$ cat src/rtl/alu_hs.sv
// Pipelined-output ALU with valid/ready handshakes on both sides.
// Single-cycle ops register in one edge; MULU runs a WIDTH-step shift-add sequence.
module alu_hs #(
    parameter int unsigned WIDTH = 8,
    parameter int unsigned SHW   = $clog2(WIDTH)
) (
    input  logic             clk,
    input  logic             rst,
    input  logic             in_valid,
    output logic             in_ready,
    input  logic [3:0]       op,
    input  logic [WIDTH-1:0] a,
    input  logic [WIDTH-1:0] b,
    output logic             out_valid,
    input  logic             out_ready,
    output logic [WIDTH-1:0] y,
    output logic [WIDTH-1:0] y_hi,
    output logic             zero,
    output logic             carry,
    output logic             overflow,
    output logic             err
);

    localparam int unsigned MSB = WIDTH - 1;
    localparam int unsigned PW  = 2 * WIDTH;
    localparam int unsigned CW  = $clog2(WIDTH + 1);

    localparam logic [3:0] OP_ADD  = 4'd0;
    localparam logic [3:0] OP_SUB  = 4'd1;
    localparam logic [3:0] OP_NOT  = 4'd2;
    localparam logic [3:0] OP_AND  = 4'd3;
    localparam logic [3:0] OP_OR   = 4'd4;
    localparam logic [3:0] OP_XOR  = 4'd5;
    localparam logic [3:0] OP_SLT  = 4'd6;
    localparam logic [3:0] OP_EQ   = 4'd7;
    localparam logic [3:0] OP_SLTU = 4'd8;
    localparam logic [3:0] OP_SHL  = 4'd9;
    localparam logic [3:0] OP_SHR  = 4'd10;
    localparam logic [3:0] OP_SRA  = 4'd11;
    localparam logic [3:0] OP_MULU = 4'd12;

    typedef enum logic {
        S_IDLE = 1'b0,
        S_BUSY = 1'b1
    } state_t;

    state_t           r_state;
    state_t           w_state_nxt;

    logic             r_out_valid;
    logic [WIDTH-1:0] r_y;
    logic [WIDTH-1:0] r_y_hi;
    logic             r_zero;
    logic             r_carry;
    logic             r_ovf;
    logic             r_err;

    logic [PW-1:0]    r_mcand;
    logic [WIDTH-1:0] r_mplier;
    logic [PW-1:0]    r_acc;
    logic [CW-1:0]    r_cnt;

    logic             w_accept;
    logic             w_ld_single;
    logic             w_ld_mul;
    logic             w_mul_step;
    logic             w_mul_done;

    logic [WIDTH:0]   w_sum;
    logic [WIDTH:0]   w_diff;
    logic [SHW-1:0]   w_sh;
    logic [WIDTH-1:0] w_res;
    logic             w_res_z;
    logic             w_res_c;
    logic             w_res_v;
    logic             w_res_err;

    logic [PW-1:0]    w_acc_nxt;
    logic [WIDTH-1:0] w_prod_lo;
    logic [WIDTH-1:0] w_prod_hi;

    // Accept only when idle and the output slot is free or being drained this cycle.
    assign in_ready = (r_state == S_IDLE) && (!r_out_valid || out_ready);
    assign w_accept = in_valid && in_ready;

    // State register
    always_ff @(posedge clk or negedge rst) begin
        if (!rst) begin
            r_state <= S_IDLE;
        end else begin
            r_state <= w_state_nxt;
        end
    end

    // Next-state and datapath control
    always_comb begin
        w_state_nxt = r_state;
        w_ld_single = 1'b0;
        w_ld_mul    = 1'b0;
        w_mul_step  = 1'b0;
        w_mul_done  = 1'b0;
        case (r_state)
            S_IDLE: begin
                if (w_accept) begin
                    if (op == OP_MULU) begin
                        w_ld_mul    = 1'b1;
                        w_state_nxt = S_BUSY;
                    end else begin
                        w_ld_single = 1'b1;
                    end
                end
            end
            S_BUSY: begin
                w_mul_step = 1'b1;
                if (r_cnt == CW'(1)) begin
                    w_mul_done  = 1'b1;
                    w_state_nxt = S_IDLE;
                end
            end
            default: w_state_nxt = S_IDLE;
        endcase
    end

    assign w_sum  = {1'b0, a} + {1'b0, b};
    assign w_diff = {1'b0, a} - {1'b0, b};
    assign w_sh   = b[SHW-1:0];

    // Single-cycle result and flags, computed from the incoming operands
    always_comb begin
        w_res     = '0;
        w_res_c   = 1'b0;
        w_res_v   = 1'b0;
        w_res_err = 1'b0;
        case (op)
            OP_ADD: begin
                w_res   = w_sum[WIDTH-1:0];
                w_res_c = w_sum[WIDTH];
                w_res_v = (a[MSB] == b[MSB]) && (w_sum[MSB] != a[MSB]);
            end
            OP_SUB: begin
                w_res   = w_diff[WIDTH-1:0];
                w_res_c = w_diff[WIDTH];
                w_res_v = (a[MSB] != b[MSB]) && (w_diff[MSB] != a[MSB]);
            end
            OP_NOT:  w_res = ~a;
            OP_AND:  w_res = a & b;
            OP_OR:   w_res = a | b;
            OP_XOR:  w_res = a ^ b;
            OP_SLT:  w_res = WIDTH'($signed(a) < $signed(b));
            OP_EQ:   w_res = WIDTH'(a == b);
            OP_SLTU: w_res = WIDTH'(a < b);
            OP_SHL:  w_res = a << w_sh;
            OP_SHR:  w_res = a >> w_sh;
            OP_SRA:  w_res = $unsigned($signed(a) >>> w_sh);
            default: w_res_err = 1'b1;
        endcase
        w_res_z = !w_res_err && (w_res == '0);
    end

    // The final step's partial product is the full product loaded on completion.
    assign w_acc_nxt = r_acc + (r_mplier[0] ? r_mcand : '0);
    assign w_prod_lo = w_acc_nxt[WIDTH-1:0];
    assign w_prod_hi = w_acc_nxt[PW-1:WIDTH];

    // Shift-add multiplier registers
    always_ff @(posedge clk or negedge rst) begin
        if (!rst) begin
            r_mcand  <= '0;
            r_mplier <= '0;
            r_acc    <= '0;
            r_cnt    <= '0;
        end else if (w_ld_mul) begin
            r_mcand  <= PW'(a);
            r_mplier <= b;
            r_acc    <= '0;
            r_cnt    <= CW'(WIDTH);
        end else if (w_mul_step) begin
            r_acc    <= w_acc_nxt;
            r_mcand  <= r_mcand << 1;
            r_mplier <= r_mplier >> 1;
            r_cnt    <= r_cnt - CW'(1);
        end
    end

    // Output buffer: loads on a result, otherwise holds data and tracks consumption
    always_ff @(posedge clk or negedge rst) begin
        if (!rst) begin
            r_out_valid <= 1'b0;
            r_y         <= '0;
            r_y_hi      <= '0;
            r_zero      <= 1'b0;
            r_carry     <= 1'b0;
            r_ovf       <= 1'b0;
            r_err       <= 1'b0;
        end else begin
            if (w_mul_done) begin
                r_y     <= w_prod_lo;
                r_y_hi  <= w_prod_hi;
                r_zero  <= (w_acc_nxt == '0);
                r_carry <= 1'b0;
                r_ovf   <= (w_prod_hi != '0);
                r_err   <= 1'b0;
            end else if (w_ld_single) begin
                r_y     <= w_res;
                r_y_hi  <= '0;
                r_zero  <= w_res_z;
                r_carry <= w_res_c;
                r_ovf   <= w_res_v;
                r_err   <= w_res_err;
            end

            if (w_mul_done || w_ld_single) begin
                r_out_valid <= 1'b1;
            end else if (w_ld_mul || out_ready) begin
                r_out_valid <= 1'b0;
            end
        end
    end

    assign out_valid = r_out_valid;
    assign y         = r_y;
    assign y_hi      = r_y_hi;
    assign zero      = r_zero;
    assign carry     = r_carry;
    assign overflow  = r_ovf;
    assign err       = r_err;

    // A multiply in flight never coexists with a pending result
    a_busy_empty: assert property (@(posedge clk) disable iff (!rst)
        (r_state == S_BUSY) |-> !r_out_valid);

    // Stalled results stay put
    a_hold: assert property (@(posedge clk) disable iff (!rst)
        (r_out_valid && !out_ready) |=> (r_out_valid && $stable(r_y) && $stable(r_y_hi)));

endmodule

$ cat config.mk
export PLATFORM = sky130hd
export DESIGN_NAME = alu_hs
export DESIGN_NICKNAME = d
export VERILOG_FILES = /design/src/rtl/alu_hs.sv
export SDC_FILE = /design/constraint.sdc
export NUM_CORES = 1
export LEC_CHECK = 0
export CAP_MARGIN = 5
export CORE_MARGIN = 4
export CORE_UTILIZATION = 55
export CTS_CLUSTER_SIZE = 16
export DETAILED_ROUTE_END_ITERATION = 6
export HOLD_SLACK_MARGIN = 0.02
export PLACE_DENSITY = 0.73
export SLEW_MARGIN = 20
export SYNTH_ARGS = -nofsm -noshare
export SYNTH_HDL_FRONTEND = slang
export SYNTH_SLANG_ARGS = --single-unit
$ cat constraint.sdc
create_clock -name clk -period 7.1 [get_ports clk]
set_input_delay 1.42 -clock clk [delete_from_list [all_inputs] [get_ports clk]]
set_output_delay 1.42 -clock clk [all_outputs]
set_load 0.05 [all_outputs]
==> out/results.ini <==
[synth]
synth_largest_area_cell=dfrtp_1
async_flop_share_pct=100.0
synthTopCellsByArea=dfrtp_1 29%, ha_1 9.6%, nand2_1 5.2%
synth_edf_count=0
syn_area_um2=5630
synth_cell_types=73
synth_seq_area_share_pct=29.33
yosys_warnings=0
synth_fp_nets=740
ys_seq_elements=66
ys_dominant_reg_cell=dfrtp_1
netlist_instances=670
yosysTopAreaCellShare_pct=29.33
avgSynthCellArea_um2=8.404

[power]
pwr-share-comb_pct=47.8
clkPwrFrac_pct=19.6
pwr-share-seq_pct=32.6
netSwitchingPower_uw=803.1
vdd_drop_max_uv=252.1
p_leak_uw=0.002722
power.density_nw_per_um2=290.7
switching_share_pct=43.70
internal_power_uw=1035

[global_routing]
grt_pass1_wl_mm=25.97
grt_antenna_before_repair=0
grt.total_usage_pct=28.00
gr-total-overflow=0
grt_max_degree=67
grt_pass1_vias=4874

[critical_path]
slowest_delay_ns=1.11
crit_slowest_cell=clkdlybuf4s50_1
path_max_fanout=28
cp-end-kind=flip-flop
startpoint_type=input pin
cp.required_ns=7.40
crit_type=in -> reg
crit_path_start=b[1]
arrival_ns=5.42
reg2reg_from=r_mplier[0]
crit_chain=clkdlybuf4s50_1 > inv_1 > fa_1 > a21oi_1 > o21bai_1 > a2111oi_2 > xor2_1 > a2111oi_0 > and4_1 > a221o_1

[finish]
mostFrequentLayoutCell=nand2_1
final_cell_count_no_fill=825
antenna_cells=0
final_layout_size_suffix_gt1_share_pct=7.370
final_cell_mix=78 x nand2_1, 65 x dfrtp_1, 60 x nor2_1
areaGrowthSynthToFinish_pct=12.31
fill_cells=839
nNetsFinal=757

[placed_design]
dp_hpwl_mm=11.87
dp.cells=809
gp_congestion=0.9583
io_buffers=45

[cts]
cts_setup_buffers=0
clk_pin_slew_ns=0.08
cts-root-buf=clkbuf_8
cts_tree=built
cts_hold_buffers=0
clock_latency_ns=0.35
cts_sinks=66
cts-buffers-inserted=9
clockBufferDepth=2
cts_resized=0
cts_htree_levels=3

[die]
die_h_um=109.2
io_pins=46
core_um2=9864
dieArea_um2=11920
die_w_um=109.2
num_rows=36
initial_core_util_pct=57.08

[timing]
fin_crit_sh_pct=72.22
drv_slew=0
rsz0062_at_grt=no
fmax_mhz=195.0
worst_pin_slew_ns=0.9618
fin_crit_ns=5.128
fin_tns_setup_ns=0
setup_viol=0
hold_viol=0
max-slew-margin-rel_pct=35.68
clock_skew_ns=0.01474

[worst_hold_path]
min_from=y_hi[4]
holdCritPathClass=reg -> reg

[drt]
route.detailed.drc=0
wl_mm=15.91
detail-route-antenna-nets=0
num_vias=5190
routed_via_density=6.291
dr.pass1.iters=5
post_drt_wl_per_cell_um=19.28
drtIter0Drc=468

[flow_run]
cap_violations=0

[outcome]
outcome=finished, final reports clean

==> cells by family (layout without fill, tap and decap cells) <==
group           Yosys count  after routing  synth area share [%]
compound gates          191            191                 23.31
xor+xnor                 17             17                 2.645
fa+ha+maj                46             46                 10.62
buf+inv                  75             97                 5.489
flops                    66             66                 29.33
mux                      37             37                 8.000
simple gates            238            238                 20.60
==> synth_stat cells, types with 4 or more instances <==
master,count
nor3_1,16
clkbuf_1,23
or3_1,5
o21a_1,4
o21ai_0,50
xor2_1,8
a211oi_1,10
o31ai_1,6
mux2i_1,27
mux2_2,4
nor2_1,60
nand3_1,12
and3_1,6
a21o_1,5
a221o_1,6
buf_2,12
nand2b_1,8
a22oi_1,11
a221oi_1,5
o211ai_1,9
mux4_2,6
nor4b_1,4
inv_1,28
nand3b_1,7
nor2b_1,4
buf_1,7
a21oi_1,37
nor4_1,4
dfrtp_1,66
ha_1,43
and2_1,19
nand2_1,78
o22ai_1,8
xnor2_1,9
==> per-layer routing <==
| metal | global-route usage [%] | wire length [um] | part of all wire [%] | vias up |
|---|---|---|---|---|
| met3 | 6.513 | 1289 | 8.1 | 15 |
| li1 | - | - | - | 2474 |
| met1 | 42.67 | 7591 | 48 | 2501 |
| met5 | 0 | 0 | 0 | - |
| met2 | 40.22 | 6850 | 43 | 200 |
| met4 | 6.322 | 175 | 1.1 | 0 |
==> layout make-up <==
| type | instances | area [um2] | share of cell area (%) |
|---|---|---|---|
| inverter | 30 | 112.6 | 1.781 |
| tap | 133 | 166.4 | 2.632 |
| clock buffer | 10 | 137.6 | 2.176 |
| clock inverter | 6 | 88.84 | 1.405 |
| timing repair buffer | 51 | 490.5 | 7.756 |
| sequential | 66 | 1653 | 26.14 |
| multi-input combinational | 529 | 3675 | 58.11 |
==> worst max-delay path: cells and delay by family <==
family                     cells  cell delay [ns]
xor gates and xnor gates       1             0.13
adders and majority gates      1             0.53
and+or+nand+nor                1             0.31
AOI/OAI and AO/OA              5             1.61
buffers and inverters          2             1.43
==> final timing paths <==
check                      slack (ns)       to  cells after the start
setup reg to reg                 3.46     zero                     11
max in group asynchronous        5.25  r_state                      2
hold / removal                   0.48  y_hi[4]                      2
hold reg to reg                  0.48  y_hi[4]                      2
min in group asynchronous        1.22    carry                      2
setup / recovery                 1.97     zero                     10
==> power groups by stage <==
stage / combinational (uW) / clock [uW] / sequential, uW
5_1_grt: 961 / 385 / 620
6_report: 879 / 360 / 600
2_1_floorplan: 510 / 0 / 705
3_3_place_gp: 850 / 0 / 598
4_1_cts: 876 / 367 / 599
3_5_place_dp: 872 / 0 / 605
==> flip-flops by register name (all words and copies together), names as in the netlist <==
name,cells
err,1
r_state,1
zero,1
r_mcand,16
r_acc,16
y_hi,8
out_valid,1
overflow,1
r_cnt,4
r_mplier,8
carry,1
y,8
==> through the flow <==
| stage | worst slack (ns) | area [um2] | total power (uW) | utilization (%) | hold slack (ns) |
|---|---|---|---|---|---|
| 6_report | 1.972 | 6324 | 1838 | 64.10 | 0.4842 |
| 5_1_grt | 1.769 | 6324 | 1966 | 64.10 | 0.5014 |
| 4_1_cts | 2.082 | 6324 | 1842 | 64.10 | 0.4897 |
| 3_5_place_dp | 1.728 | 6097 | 1477 | 61.81 | 0.4721 |
| 3_3_place_gp | 1.888 | 6097 | 1448 | 61.81 | 0.4665 |
| 2_1_floorplan | 3.213 | 5630 | 1215 | - | 0.4596 |
Note: power is estimated with default switching activity, not from simulation.
